===== config.mk =====
export PLATFORM = sky130hd
export DESIGN_NAME = sr_ff_bank
export DESIGN_NICKNAME = d
export VERILOG_FILES = /design/src/rtl/sr_ff_bank.sv
export SDC_FILE = /design/constraint.sdc
export NUM_CORES = 1
export LEC_CHECK = 0
export ABC_AREA = 1
export CAP_MARGIN = 20
export CORE_MARGIN = 3
export CORE_UTILIZATION = 49
export CTS_BUF_LIST = sky130_fd_sc_hd__clkbuf_4 sky130_fd_sc_hd__clkbuf_8 sky130_fd_sc_hd__clkbuf_16
export DETAILED_ROUTE_END_ITERATION = 10
export HOLD_SLACK_MARGIN = 0.02
export PLACE_DENSITY_LB_ADDON = 0.3
export SETUP_SLACK_MARGIN = 0.1
export SYNTH_ARGS = -nofsm -noshare
export SYNTH_HDL_FRONTEND = slang
export SYNTH_SLANG_ARGS = --single-unit
export TNS_END_PERCENT = 20

===== constraint.sdc =====
create_clock -name clk -period 1.7 [get_ports clk]
set_input_delay 0.34 -clock clk [delete_from_list [all_inputs] [get_ports clk]]
set_output_delay 0.34 -clock clk [all_outputs]
set_load 0.005 [all_outputs]

===== src/rtl/sr_ff_bank.sv =====
// Bank of WIDTH clocked flip-flops with a global SR/JK/D/T mode select.
// Colliding SR set/clear requests are resolved by SR_POLICY and logged in sticky flags and a saturating counter.
module sr_ff_bank #(
  parameter int WIDTH     = 8,
  parameter int CNT_W     = 8,
  parameter int SR_POLICY = 0
) (
  input  logic             clk,
  input  logic             rst_n,
  input  logic             en,
  input  logic [1:0]       mode,
  input  logic [WIDTH-1:0] s,
  input  logic [WIDTH-1:0] r,
  input  logic             clr_err,
  output logic [WIDTH-1:0] q,
  output logic [WIDTH-1:0] q_n,
  output logic [WIDTH-1:0] err_flags,
  output logic [CNT_W-1:0] err_count
);

  localparam logic [1:0]       MODE_SR = 2'b00;
  localparam logic [1:0]       MODE_JK = 2'b01;
  localparam logic [1:0]       MODE_D  = 2'b10;
  localparam logic [1:0]       MODE_T  = 2'b11;
  localparam logic [CNT_W-1:0] CNT_MAX = '1;
  localparam logic [CNT_W-1:0] CNT_ONE = CNT_W'(1);

  logic [WIDTH-1:0] q_reg;
  logic [WIDTH-1:0] q_next;
  logic [WIDTH-1:0] illegal;
  logic             any_illegal;

  // Per-bit next state. With en low, q_next stays at q_reg, so every bit holds and nothing is flagged.
  always_comb begin
    q_next  = q_reg;
    illegal = '0;
    if (en) begin
      for (int i = 0; i < WIDTH; i++) begin
        case (mode)
          MODE_SR: begin
            case ({s[i], r[i]})
              2'b10: q_next[i] = 1'b1;
              2'b01: q_next[i] = 1'b0;
              2'b11: begin
                illegal[i] = 1'b1;
                case (SR_POLICY)
                  1:       q_next[i] = 1'b1;
                  2:       q_next[i] = 1'b0;
                  default: q_next[i] = q_reg[i];
                endcase
              end
              default: q_next[i] = q_reg[i];
            endcase
          end
          MODE_JK: begin
            case ({s[i], r[i]})
              2'b10:   q_next[i] = 1'b1;
              2'b01:   q_next[i] = 1'b0;
              2'b11:   q_next[i] = ~q_reg[i];
              default: q_next[i] = q_reg[i];
            endcase
          end
          MODE_D:  q_next[i] = s[i];
          MODE_T:  q_next[i] = q_reg[i] ^ s[i];
          default: q_next[i] = q_reg[i];
        endcase
      end
    end
  end

  assign any_illegal = |illegal;

  // A clear on the same edge as a new illegal event keeps only that edge's event.
  always_ff @(posedge clk or negedge rst_n) begin
    if (!rst_n) begin
      q_reg     <= '0;
      err_flags <= '0;
      err_count <= '0;
    end else begin
      q_reg <= q_next;
      if (clr_err) begin
        err_flags <= illegal;
        err_count <= any_illegal ? CNT_ONE : '0;
      end else begin
        err_flags <= err_flags | illegal;
        if (any_illegal && (err_count != CNT_MAX)) begin
          err_count <= err_count + CNT_ONE;
        end
      end
    end
  end

  assign q   = q_reg;
  assign q_n = ~q_reg;

endmodule

==> impl_metrics.tcl <==
set metrics [dict create \
    place_congestion 0.930 \
    r2r-end "err_count[6]" \
    track_usage 0.226 \
    clock-sinks 24 \
    timing.rr.start "err_count[0]" \
    fin_crit_ns 1.63 \
    peakVddDrop_mv 0.350 \
    wire_per_inst_um 14.5 \
    antenna_found_initial 0 \
    ff2ff_path_depth 8 \
    yosysUniqueCellTypes 32 \
    grt_max_degree 25 \
    final_common_cell "nand2_1" \
    hp-class "in -> async" \
    syn_area_per_cell_um2 7.49 \
    setup_violations 0 \
    maxCapViolations 0 \
    initial_utilization 0.525 \
    finalPower_mw 1.78 \
    fmax_ghz 0.613 \
    area_growth_pct 56.4 \
    wl_met2_um 3140 \
    crit_path_top_delay_cell "clkdlybuf4s50_1" \
    p_per_area_mw_per_mm2 570 \
    crit_end "q_n[1]" \
    netlist_area_mm2 0.00199 \
    hpwlAfterDp_um 4180 \
    dpl_worst_slack_ns -0.234 \
    die_y_um 69.8 \
    rows 22 \
    outcome "completed" \
    cts.path.max_buffers 2 \
    cpPeakStageDelay_ns 0.50 \
    cp-end-kind "primary output" \
    arrival_ns 1.29 \
    crit_fanout 3 \
    startpoint "q[1]" \
    worstSetupPathType "reg -> out" \
    syn-num-nets 309 \
    finalHoldWorstSlack_ns 0.427 \
    ys_ff_latch 24 \
    cts_buffers 3 \
    gr-total-overflow 0 \
    syn_inst 266 \
    cts_tree "yes" \
    met1_length_um 2400 \
    drt_iter0_markers 140 \
    leakage_nw 1.67 \
    min_period_over_period 0.959 \
    fp.dieW_um 69.8 \
    final.setup.tns_ns 0 \
    n_antenna_cell 0 \
    critPathRequiredTime_ns 1.36 \
    h-tree-depth 1 \
    placedInstanceArea_mm2 0.00286 \
    grt_first_pass_wirelength_um 9240 \
    route.vias.total 2239 \
    drc 0 \
    most-common-layout-cells "nand2_1 (57), buf_4 (48), clkdlybuf4s50_1 (41), inv_1 (35), o21ai_0 (27)" \
    slew_viol_final 0 \
    seq_area_frac_synth 0.301 \
    top_layer "met4" \
    layout-drive-gt1-share 0.257 \
    io_pins 54 \
    portBuffers 53 \
    relSlewSlack 0.747 \
    detail-route-antenna-nets 0 \
    totalWireLength_um 6040 \
    firstDrtPassIters 4 \
    cts-root-buf "clkbuf_8" \
    reg2reg_slack_ns 0.21 \
    tightest_slew_ns 0.380 \
    clock_latency_ns 0.27 \
    vias_per_cell 5.36 \
    cp_cell_sequence "inv_1 -> clkdlybuf4s50_1" \
    grt_pass1_vias 2101 \
    worst_slack_ns 0.0689 \
    rsz0062_at_grt "yes" \
    start_kind "flop" \
    clkTransAtPathRegs_ns 0.09 \
    finClkSkew_ns 0.000914 \
    hold_violations 0 \
    final_cell_area_mm2 0.00312 \
    dr_wl_met3_um 345 \
    coreArea_mm2 0.00380 \
    fin_nets 414 \
    dieArea_mm2 0.00487 \
    nFillCells 263 \
    ys_warn_count 0 \
]
==> cell usage after synthesis <==
cell | number | area [um2]
xor2_1 | 3 | 26.3
a21oi_2 | 1 | 8.76
nand3_4 | 2 | 35.0
buf_6 | 2 | 22.5
nand4_1 | 3 | 18.8
nor3b_1 | 1 | 7.51
a31oi_1 | 2 | 12.5
nor3_1 | 2 | 10.0
clkbuf_1 | 2 | 7.51
ha_1 | 21 | 263
nand4_4 | 1 | 21.3
inv_1 | 37 | 139
buf_12 | 1 | 20.0
nand3b_1 | 1 | 7.51
xnor2_1 | 1 | 8.76
o21ai_0 | 28 | 140
nor2_1 | 13 | 48.8
inv_2 | 3 | 11.3
nand2_2 | 3 | 18.8
a41oi_1 | 1 | 8.76
nand2_1 | 60 | 225
dfrtp_1 | 24 | 601
or2_2 | 1 | 6.26
nor2_8 | 1 | 20.0
a21oi_1 | 19 | 95.1
nor2_4 | 1 | 11.3
o21ai_1 | 2 | 10.0
nand2_8 | 1 | 20.0
buf_4 | 1 | 7.51
nand2_4 | 3 | 33.8
nor2_2 | 2 | 12.5
nand3_1 | 23 | 115
==> repair_timing <==
item	4_1_cts	5_1_grt
resized for setup	7	30
hold buffers	0	0
cloned	1	1
setup endpoints to repair	20	31
pin swaps	1	9
setup buffers	1	9
==> routing by layer <==
| metal | track usage | up-vias |
|---|---|---|
| met1 | 0.268 | 1042 |
| met5 | 0 | - |
| li1 | - | 1074 |
| met2 | 0.410 | 103 |
| met3 | 0.0333 | 20 |
| met4 | 0.0809 | 0 |
==> report_power, final <==
part | leakage [nW] | switching, mW | internal, mW
clock | 0.0288 | 0.203 | 0.207
sequential | 0.311 | 0.0526 | 0.620
combinational | 1.33 | 0.314 | 0.379
==> worst max-delay path, delay by kind of cell (launching register included) <==
kind     cells  cell delay, ns
buf+inv      2            0.60
flops        1            0.41
==> logic make-up (layout without fill, tap and decap cells) <==
group / count (synthesis) / after routing / share of synthesized area
adders and majority gates: 21 / 21 / 0.132
and+or+nand+nor: 118 / 120 / 0.307
DFF: 24 / 24 / 0.301
buffers and inverters: 46 / 148 / 0.104
xor gates and xnor gates: 4 / 4 / 0.0176
AOI/OAI and AO/OA: 53 / 53 / 0.138
==> metrics by stage <==
step,instances,util
after global placement,402,0.753
after global routing,418,0.820
after CTS,408,0.774
final,418,0.820
after floorplan,266,-
after detailed placement,402,0.753
==> worst min-delay path by stage <==
stage               cells past startpoint    startpoint           end
CTS                                     2         rst_n  err_count[6]
detailed placement                      2  err_flags[6]  err_flags[6]
global placement                        2  err_flags[1]  err_flags[1]
finish                                  2         rst_n  err_count[6]
global route                            2         rst_n  err_count[6]
floorplan                               0         rst_n  err_count[0]
==> area by class of cell <==
cell class / count / area (um2) / area share
inverters: 40 / 150 / 0.0482
repair buffers: 104 / 965 / 0.310
multi-input cells: 198 / 1280 / 0.412
well taps: 48 / 60.1 / 0.0193
flip-flops and latches: 24 / 603 / 0.193
clock buffers: 4 / 55.1 / 0.0177
Power figures use the tool's default switching activity.
